<file path="src/rtl/apb_slave_regfile_if.sv">
// APB bus bundle between a master and apb_slave_regfile.
// Carries pstrb only when APB_WSTRB_EN is defined.
interface apb_slave_regfile_if #(
    parameter int unsigned ADDR_WIDTH = 16,
    parameter int unsigned DATA_WIDTH = 32
) ();
    logic [ADDR_WIDTH-1:0]   paddr;
    logic                    psel;
    logic                    penable;
    logic                    pwrite;
    logic [DATA_WIDTH-1:0]   pwdata;
`ifdef APB_WSTRB_EN
    logic [DATA_WIDTH/8-1:0] pstrb;
`endif
    logic [DATA_WIDTH-1:0]   prdata;
    logic                    pready;
    logic                    pslverr;

`ifdef APB_WSTRB_EN
    modport master (
        output paddr, psel, penable, pwrite, pwdata, pstrb,
        input  prdata, pready, pslverr
    );
    modport slave (
        input  paddr, psel, penable, pwrite, pwdata, pstrb,
        output prdata, pready, pslverr
    );
`else
    modport master (
        output paddr, psel, penable, pwrite, pwdata,
        input  prdata, pready, pslverr
    );
    modport slave (
        input  paddr, psel, penable, pwrite, pwdata,
        output prdata, pready, pslverr
    );
`endif
endinterface

</file>
<file path="src/rtl/apb_slave_regfile.sv">
// apb_slave_regfile: APB completer holding REG_NUM word registers with a
// programmable number of wait states. The top register is a read-only ID.
// PSLVERR flags misaligned, out-of-range and ID-register writes.
// Optional feature macro: APB_WSTRB_EN enables per-byte write strobes (pstrb).
module apb_slave_regfile #(
    parameter int unsigned           ADDR_WIDTH  = 16,
    parameter int unsigned           DATA_WIDTH  = 32,
    parameter int unsigned           REG_NUM     = 16,
    parameter int unsigned           WAIT_CYCLES = 0,
    parameter logic [DATA_WIDTH-1:0] ID_VALUE    = 'hA0B0_0001
) (
    input  logic                  clk,
    input  logic                  rstn,
    apb_slave_regfile_if.slave    apb_io,
    output logic [DATA_WIDTH-1:0] ctrl_o
);
    localparam int unsigned NumBytes = DATA_WIDTH / 8;
    localparam int unsigned IdxLsb   = $clog2(NumBytes);
    localparam logic [3:0]  WaitLoad = 4'(WAIT_CYCLES);

    typedef enum logic [1:0] {StIdle, StAccess, StDone} state_e;

    state_e                  state_q, state_d;
    logic [3:0]              cnt_q, cnt_d;
    logic [ADDR_WIDTH-1:0]   addr_q;
    logic                    write_q;
    logic [DATA_WIDTH-1:0]   wdata_q;
    logic [NumBytes-1:0]     wr_strb;
    logic                    pready_q;
    logic                    pslverr_q;
    logic [DATA_WIDTH-1:0]   prdata_q;
    logic [DATA_WIDTH-1:0]   regs_q [REG_NUM-1];

    logic                    setup;
    logic                    capture;
    logic                    enter_done;
    logic                    commit;
    logic [ADDR_WIDTH-1:0]   src_addr;
    logic                    src_write;
    logic                    src_err;
    logic                    cap_err;
    int unsigned             src_idx;
    int unsigned             cap_idx;
    logic [DATA_WIDTH-1:0]   rd_val;

    function automatic logic is_err(logic [ADDR_WIDTH-1:0] addr, logic wr);
        int unsigned idx;
        idx = 32'(addr >> IdxLsb);
        return ((32'(addr) % NumBytes) != 0) || (idx >= REG_NUM) ||
               (wr && (idx == REG_NUM - 1));
    endfunction

    assign setup = apb_io.psel && !apb_io.penable;

    // Response is decided from the live bus when completing straight out of a
    // setup cycle (no wait states), otherwise from the captured transfer.
    assign src_addr  = (state_q == StAccess) ? addr_q  : apb_io.paddr;
    assign src_write = (state_q == StAccess) ? write_q : apb_io.pwrite;
    assign src_err   = is_err(src_addr, src_write);
    assign cap_err   = is_err(addr_q, write_q);
    assign src_idx   = 32'(src_addr >> IdxLsb);
    assign cap_idx   = 32'(addr_q >> IdxLsb);

`ifdef APB_WSTRB_EN
    logic [NumBytes-1:0] strb_q;
    assign wr_strb = strb_q;
`else
    assign wr_strb = '1;
`endif

    // Read mux; the ID register is a constant, not storage.
    always_comb begin
        rd_val = ID_VALUE;
        for (int unsigned i = 0; i < REG_NUM - 1; i++) begin
            if (src_idx == i) rd_val = regs_q[i];
        end
    end

    // Next-state, wait counter and transfer control strobes.
    always_comb begin
        state_d    = state_q;
        cnt_d      = cnt_q;
        capture    = 1'b0;
        enter_done = 1'b0;
        commit     = 1'b0;
        unique case (state_q)
            StIdle: begin
                if (setup) begin
                    capture = 1'b1;
                    if (WAIT_CYCLES == 0) begin
                        state_d    = StDone;
                        enter_done = 1'b1;
                    end else begin
                        state_d = StAccess;
                        cnt_d   = WaitLoad;
                    end
                end
            end
            StAccess: begin
                if (!apb_io.psel) begin
                    state_d = StIdle;
                end else if (cnt_q == 4'd1) begin
                    state_d    = StDone;
                    enter_done = 1'b1;
                end else begin
                    cnt_d = cnt_q - 4'd1;
                end
            end
            StDone: begin
                commit  = apb_io.psel && apb_io.penable && write_q && !cap_err;
                state_d = StIdle;
                // Back-to-back setup may be captured without passing through idle.
                if (setup) begin
                    capture = 1'b1;
                    if (WAIT_CYCLES == 0) begin
                        state_d    = StDone;
                        enter_done = 1'b1;
                    end else begin
                        state_d = StAccess;
                        cnt_d   = WaitLoad;
                    end
                end
            end
            default: state_d = StIdle;
        endcase
    end

    // FSM state and wait counter.
    always_ff @(posedge clk or negedge rstn) begin
        if (!rstn) begin
            state_q <= StIdle;
            cnt_q   <= '0;
        end else begin
            state_q <= state_d;
            cnt_q   <= cnt_d;
        end
    end

    // Capture of the setup-phase transfer; bus changes afterwards are ignored.
    always_ff @(posedge clk or negedge rstn) begin
        if (!rstn) begin
            addr_q  <= '0;
            write_q <= 1'b0;
            wdata_q <= '0;
`ifdef APB_WSTRB_EN
            strb_q  <= '0;
`endif
        end else if (capture) begin
            addr_q  <= apb_io.paddr;
            write_q <= apb_io.pwrite;
            wdata_q <= apb_io.pwdata;
`ifdef APB_WSTRB_EN
            strb_q  <= apb_io.pstrb;
`endif
        end
    end

    // Registered response: pready, pslverr and prdata move together.
    always_ff @(posedge clk or negedge rstn) begin
        if (!rstn) begin
            pready_q  <= 1'b0;
            pslverr_q <= 1'b0;
            prdata_q  <= '0;
        end else begin
            pready_q  <= enter_done;
            pslverr_q <= enter_done && src_err;
            prdata_q  <= (enter_done && !src_write && !src_err) ? rd_val : '0;
        end
    end

    // Register storage; writes land on the completing edge, byte-masked.
    always_ff @(posedge clk or negedge rstn) begin
        if (!rstn) begin
            for (int unsigned i = 0; i < REG_NUM - 1; i++) regs_q[i] <= '0;
        end else if (commit) begin
            for (int unsigned i = 0; i < REG_NUM - 1; i++) begin
                if (cap_idx == i) begin
                    for (int unsigned b = 0; b < NumBytes; b++) begin
                        if (wr_strb[b]) regs_q[i][8*b +: 8] <= wdata_q[8*b +: 8];
                    end
                end
            end
        end
    end

    assign apb_io.pready  = pready_q;
    assign apb_io.pslverr = pslverr_q;
    assign apb_io.prdata  = prdata_q;
    assign ctrl_o         = regs_q[0];

endmodule

</file>
<file path="src/flat_wrapper.sv">
// flat-port wrapper written by rule: the top's interface ports become plain ports
module apb_slave_regfile_flat 
#(
    parameter int unsigned           ADDR_WIDTH  = 16,
    parameter int unsigned           DATA_WIDTH  = 32,
    parameter int unsigned           REG_NUM     = 16,
    parameter int unsigned           WAIT_CYCLES = 0,
    parameter logic [DATA_WIDTH-1:0] ID_VALUE    = 'hA0B0_0001
)
  (clk, rstn, ctrl_o, apb_io_paddr, apb_io_psel, apb_io_penable, apb_io_pwrite, apb_io_pwdata, apb_io_prdata, apb_io_pready, apb_io_pslverr);
  apb_slave_regfile_if #(.ADDR_WIDTH(ADDR_WIDTH), .DATA_WIDTH(DATA_WIDTH)) apb_io_i ();
  input  logic clk;
  input  logic rstn;
  output logic [DATA_WIDTH-1:0] ctrl_o;
  input wire logic [$bits(apb_io_i.paddr)-1:0] apb_io_paddr;
  input wire logic [$bits(apb_io_i.psel)-1:0] apb_io_psel;
  input wire logic [$bits(apb_io_i.penable)-1:0] apb_io_penable;
  input wire logic [$bits(apb_io_i.pwrite)-1:0] apb_io_pwrite;
  input wire logic [$bits(apb_io_i.pwdata)-1:0] apb_io_pwdata;
  output wire logic [$bits(apb_io_i.prdata)-1:0] apb_io_prdata;
  output wire logic [$bits(apb_io_i.pready)-1:0] apb_io_pready;
  output wire logic [$bits(apb_io_i.pslverr)-1:0] apb_io_pslverr;
  assign apb_io_i.paddr = apb_io_paddr;
  assign apb_io_i.psel = apb_io_psel;
  assign apb_io_i.penable = apb_io_penable;
  assign apb_io_i.pwrite = apb_io_pwrite;
  assign apb_io_i.pwdata = apb_io_pwdata;
  assign apb_io_prdata = apb_io_i.prdata;
  assign apb_io_pready = apb_io_i.pready;
  assign apb_io_pslverr = apb_io_i.pslverr;
  apb_slave_regfile #(.ADDR_WIDTH(ADDR_WIDTH), .DATA_WIDTH(DATA_WIDTH), .REG_NUM(REG_NUM), .WAIT_CYCLES(WAIT_CYCLES), .ID_VALUE(ID_VALUE)) u_core (.clk(clk), .rstn(rstn), .apb_io(apb_io_i), .ctrl_o(ctrl_o));
endmodule
</file>
<file path="config.mk">
export PLATFORM = sky130hd
export DESIGN_NAME = apb_slave_regfile_flat
export DESIGN_NICKNAME = d
export VERILOG_FILES = /design/src/rtl/apb_slave_regfile_if.sv /design/src/rtl/apb_slave_regfile.sv /design/src/flat_wrapper.sv
export SDC_FILE = /design/constraint.sdc
export NUM_CORES = 1
export LEC_CHECK = 0
export CORE_MARGIN = 1
export CORE_UTILIZATION = 40
export CTS_CLUSTER_SIZE = 14
export DETAILED_ROUTE_END_ITERATION = 16
export GPL_TIMING_DRIVEN = 0
export PLACE_DENSITY = 0.57
export SKIP_LAST_GASP = 1
export SLEW_MARGIN = 20
export SYNTH_ARGS = -nofsm -noshare
export SYNTH_HDL_FRONTEND = slang
export SYNTH_SLANG_ARGS = --single-unit
</file>
<file path="constraint.sdc">
create_clock -name clk -period 5.5 [get_ports clk]
set_input_delay 1.1 -clock clk [delete_from_list [all_inputs] [get_ports clk]]
set_output_delay 1.1 -clock clk [all_outputs]
set_load 0.05 [all_outputs]
</file>
### After elaboration in Yosys (flattened, before gate mapping)

Index checks and enable logic that the tools add are counted.

* register bits after elaboration: 569
* input bits: 53
* output and inout port bits: 66
* word-level logic and storage cells: 131

* add/subtract/negate cells: 1
* magnitude comparators: 2
* eq/ne operators: 35
* multiplexer cells: 29
* bitwise logic cells: 1
* reductions and logical operators: 40

Operators with widths (number)
* 32-bit two-way mux: 16
* 14-bit by 4-bit == test with 1-bit output, second input constant: 16
* 14-bit by 3-bit == test with 1-bit output, second input constant: 8
* 32-bit zero test: 2
* 32-bit nonzero test: 2
* 14-bit by 2-bit == test with 1-bit output, second input constant: 4
* 2-bit AND reduction: 16
* 14-bit by 1-bit == test with 1-bit output, second input constant: 2
* 14-bit by 5-bit greater-or-equal comparator with 1-bit output, second input constant: 2
* 16-bit two-way mux: 1
* 1-bit logical AND: 9
* 2-bit two-way mux: 4
* 1-bit two-way mux: 6
* 2-bit case mux with 3 select lines: 1
* 4-bit by 1-bit == test with 1-bit output, second input constant: 1
* 1-bit zero test: 4
* 1-bit logical OR: 4
* 4-bit by 1-bit subtractor with 4-bit output, second input constant: 1
* 3-bit != test, second input constant: 1
* 3-bit AND reduction: 1
* 2-bit by 1-bit == test with 1-bit output, second input constant: 1
* 2-bit == test, second input constant: 1
* 2-bit zero test: 1
* 2-bit by 1-bit != test with 1-bit output, second input constant: 1
* other kinds (3): 3

### Longest topological paths before layout

* depth in word-level cells: 19
* mapped depth: 9
* mapped depth without buffers: 6

### Worst setup path before layout

OpenSTA, ideal clock, no wires.

* kind: input-to-reg
* start: input port apb_io_paddr[2]
* end: register u_core.prdata_q[24] (netlist: u_core.apb_io.prdata[24])
* setup time: 129 ps
* data arrival time: 2820 ps
* required time: 5371 ps
* path slack: 2551 ps
* stages on the path: 7
* path buffers: 4
* cell sequence: buf_2 -> buf_2 -> clkbuf_1 -> buf_1 -> mux2_2 -> a211oi_1 -> a21oi_1

* cells in the longest elaborated chain, start to end: 18
* elaborated cells on any way between the ends: 39
* classes of those cells: 1 x order compare; 15 x eq/ne; 17 x mux; 6 x reduce/logical

RTL lines
* start: declaration: line flat_wrapper.sv:15 `input wire logic [$bits(apb_io_i.paddr)-1:0] apb_io_paddr;`
* 16-bit two-way mux *: line apb_slave_regfile.sv:57 `assign src_addr = (state_q == StAccess) ? addr_q : apb_io.paddr;`
* 32-bit zero test: line apb_slave_regfile.sv:75 `if (src_idx == i) rd_val = regs_q[i];`
* 32-bit two-way mux (15 in a row): line apb_slave_regfile.sv:75
* 32-bit two-way mux *: line apb_slave_regfile.sv:167 `prdata_q <= (enter_done && !src_write && !src_err) ? rd_val : '0;`
* end signal: assignment: line apb_slave_regfile.sv:167
* end: declaration: line apb_slave_regfile.sv:31 `logic [DATA_WIDTH-1:0] prdata_q;`

Mark *: on every way between the ends. The rest lies on a longest branch, timed or not.
A chain may end at the register's enable or synchronous reset.

### Worst setup path in the final report

* start: input port apb_io_paddr[10]
* end: register u_core.prdata_q[5] (netlist: u_core.apb_io.prdata[5])

Same word-level chain as after synthesis.

==> run summary <==
The most used flip-flop cell after synthesis is sky130_fd_sc_hd__dfrtp_1. The part of the total power dissipated in sequential elements is 0.470, and the all-layer global routing usage is 0.314. The most critical setup path has its endpoint at u_core.apb_io.prdata[5].

Summed over all nets, the switching power comes to 2.24 mW. For the number of distinct library cells after synthesis, the log shows 72. The worst-case hold slack is 0.341 ns.

Cell area reported after detailed placement: 0.0283 mm^2. TritonCTS built the clock tree. Relative to the synthesized area, the layout overhead comes to 17.8%. For this design the static power due to leakage is 14.3 nW.

Initial core utilization: 0.407. The tools report the critical register-to-register path endpoint as u_core.regs_q[70]. The run gives 0.547 as the part of the Yosys area used for sequential elements. The row count was 92; the wire length of the first global-routing pass was 147000 um. The share of Yosys cell area claimed by the top area cell type works out to 0.547. The run gives 0 as the final-report max-slew violation count. Buffers placed on the I/O ports in this run total 118.

The flip-flop and latch count after synthesis works out to 564. The maximum clock rate was 196 MHz; the number of H-tree levels was 2. The antenna cell count is 0.

Broken down by cell family, the worst path's largest delay share belongs to buffers and inverters. The share of the clock period used by the worst path after layout works out to 0.927. For the data required time at the worst endpoint, the log shows 5.98 ns.

The slew at the pin closest to its max-slew limit was 1.25 ns. The number of gates resized after CTS was 0. The critical path crosses 8 cells after its start point. Number of nets still failing antenna checks after routing: 0. The class of the tightest hold or removal check is in -> async. The fill cell instance count of the final layout is 5701. Cell with the biggest individual delay on the critical path: sky130_fd_sc_hd__clkbuf_1.

The later-pin clock latency in the skew report was 0.66 ns; the net count reported at finish was 2401. The buffer cell driving the clock tree root was sky130_fd_sc_hd__clkbuf_16. The number of flops mapped to enable cells by yosys was 0; the sum of overflow across all layers after global routing was 0. The floorplan step set the die height to 256 um.

The fraction of power spent switching nets works out to 0.246. The sum of routed wire length over all layers came out at 103000 um. The synthesized netlist occupies a cell area of 0.0258 mm^2.

By instance count, the cell type seen most on the critical path is sky130_fd_sc_hd__clkbuf_1. The combined buffer and inverter count along the critical path was 3; the number of warnings reported in the yosys synthesis log was 0. VDD sags by at most 0.277 mV.

The run gives 0.0353 ns as the clock skew. Type of the worst setup path: in -> reg. Synthesis handed over a netlist of 2159 instances. The share of total power in combinational logic is 0.057. Buffers added to address setup during post-CTS repair amount to 0. Power spread over the standard cell area amounts to 299 mW/mm^2. For this design the top-level I/O count stands at 119. In the post-synthesis netlist, the biggest area contributors are sky130_fd_sc_hd__dfrtp_1, sky130_fd_sc_hd__mux2_2, sky130_fd_sc_hd__nand2_1. The mean cell area of the mapped netlist is 11.9 um^2. The logs give 1925 for the starting DRC count in detailed routing and 5 for the count of TritonRoute iterations in the first routing pass. The worst setup path is launched from an input pin. The post-CTS clock slew at the launch and capture registers of the worst setup and hold paths is 0.06 ns. The region available for standard cell placement spans 0.0634 mm^2. In this run the worst path has a maximum fanout of 10. With fillers left out, the area of the finished cells amounts to 0.0304 mm^2. After detailed routing, the average wire length per cell comes to 31.8 um.

The via count of the first global-routing pass was 19.9k; the detailed-route DRC error count was 0. The length in cells of the worst reg-to-reg path came out at 7. Relative slew slack: 0.164. The worst setup path is captured at a register. The vias per cell works out to 6.07. Across all setup checks in the final design, the least slack found is 0.401 ns. Detailed placement ended at an HPWL of 68600 um. For the number of max-cap violations, the log shows 0. Most common cell after layout, fill and taps aside: sky130_fd_sc_hd__dfrtp_1. In this run the critical register-to-register path is launched from u_core.addr_q[11].

The number of nets handed over by synthesis was 2212. The signal on the critical path passes through clkdlybuf4s50_1, nor4_1, clkbuf_1, nand4_1, nor3_4, clkbuf_1, o21ai_0, a31oi_1. The clock drives 564 sinks. The number of antenna violations at the first check in global routing is 4, and the share of synthesized flip-flops with an asynchronous set or reset is 1.00.

The die outline area is 0.0655 mm^2, and the via count of the routed design is 19.7k. The biggest area contributor in the post-synthesis netlist is sky130_fd_sc_hd__dfrtp_1. The relative contribution of the clock network to total power is 0.473, and the final estimated routing congestion in global placement is 0.985. The final critical-path required period was 5.10 ns; the buffer levels on the longest clock path was 3. The run gives 6.86 mW as the internal portion of total power. The run finished with clean final reports. The setup violation total in the final timing report was 0; the sum of negative setup slack was 0 ns.

The arrival time of data at the critical path endpoint came out at 5.58 ns. Leaving out fill and tap cells, the most frequent cells in the layout are sky130_fd_sc_hd__dfrtp_1, sky130_fd_sc_hd__mux2_2, sky130_fd_sc_hd__nand2_1. The worst setup timing slack at the placement stage is 0.0846 ns, and the die extent in x is 256 um. The tools report the number of hold violations in the final report as 0. After clock tree synthesis, the flow added hold-fix buffers numbering 0.

The number of CTS-inserted buffers was 61. For flop-to-flop paths, the worst setup slack is 1.75 ns. Entering global routing, the biggest net connects 101 pins.

Setup repair after global routing left no endpoint under its margin. The delay of the slowest critical-path stage is 0.89 ns. The startpoint of the most critical setup path was apb_io_paddr[10]. Share of post-route cells with drive strength above 1: 0.296.
## power groups by stage
stage          registers (mW)  clock network (mW)  logic, mW
6_report                 4.27                4.30      0.521
5_1_grt                  4.28                4.53      0.559
4_1_cts                  4.27                4.35      0.515
3_5_place_dp             4.35                   0      0.514
3_3_place_gp             4.35                   0      0.489
2_1_floorplan            4.32                   0      0.200
## state kept, by name (all words and copies together) (netlist names)
| register | count |
|---|---|
| u_core.apb_io.prdata | 32 |
| u_core.ctrl_o | 32 |
| u_core.addr_q | 16 |
| u_core.apb_io.pready | 1 |
| u_core.regs_q | 448 |
| u_core.write_q | 1 |
| u_core.wdata_q | 32 |
| u_core.apb_io.pslverr | 1 |
| u_core.state_q | 1 |
## synth_stat cells (all sizes together), types with 4 or more instances
cell type  count
o32ai          4
o22ai         51
a21oi         78
o2bb2ai       15
o211ai         5
o21bai         4
a32oi          6
inv           13
nor4           9
a221o         10
and2           7
mux2         494
mux2i         36
o21ai        106
nor2b          8
a221oi        15
nor3          20
a21o           5
and3          10
nand2        224
nand4          4
o221ai         5
nand2b        12
nor2          99
or3            8
clkbuf       104
or2            4
nand3         16
a2111oi        4
a22o           7
buf           98
dfrtp        564
or4            5
a211oi        11
o21a           4
o31ai          7
a2bb2oi        4
a31oi         17
a22oi         36
## worst min-delay path by stage
stage,slack [ns],endpoint,startpoint,cells after the start
2_1_floorplan,0.44,u_core.write_q,u_core.write_q,2
3_3_place_gp,0.45,u_core.addr_q[8],u_core.addr_q[8],2
4_1_cts,0.33,u_core.ctrl_o[28],rstn,1
6_report,0.34,u_core.regs_q[414],rstn,1
3_5_place_dp,0.46,u_core.write_q,u_core.write_q,2
5_1_grt,0.36,u_core.ctrl_o[28],rstn,1
## layout make-up
class | count | area (um^2) | share of cell area
multi-input combinational | 1379 | 10700 | 0.352
clock inverter | 22 | 303 | 0.00997
timing repair buffer | 126 | 1370 | 0.0452
buffer | 202 | 977 | 0.0322
sequential | 564 | 14100 | 0.465
clock buffer | 93 | 1800 | 0.0592
tap | 846 | 1060 | 0.0348
inverter | 14 | 52.6 | 0.00173
## metrics by stage
step	utilization	std cells	power [mW]
2_1_floorplan	-	2159	4.52
3_3_place_gp	0.442	3123	4.84
3_5_place_dp	0.446	3130	4.86
4_1_cts	0.479	3245	9.14
5_1_grt	0.479	3246	9.36
6_report	0.479	3246	9.10
## per-layer routing
layer | vias to the layer above | track usage | part of all wire
li1 | 8119 | - | -
met1 | 10205 | 0.422 | 0.41
met2 | 1102 | 0.483 | 0.44
met3 | 275 | 0.0749 | 0.092
met4 | 2 | 0.139 | 0.050
met5 | - | 0 | 0.00016
## kinds of logic after synthesis
group / after synthesis / share of synthesized area
compound gates: 413 / 0.105
buf+inv: 216 / 0.0392
simple gates: 432 / 0.0761
mux: 533 / 0.232
xor+xnor: 1 / 0.000340
flops: 564 / 0.547
No activity file was read; power rests on OpenSTA's default activity.
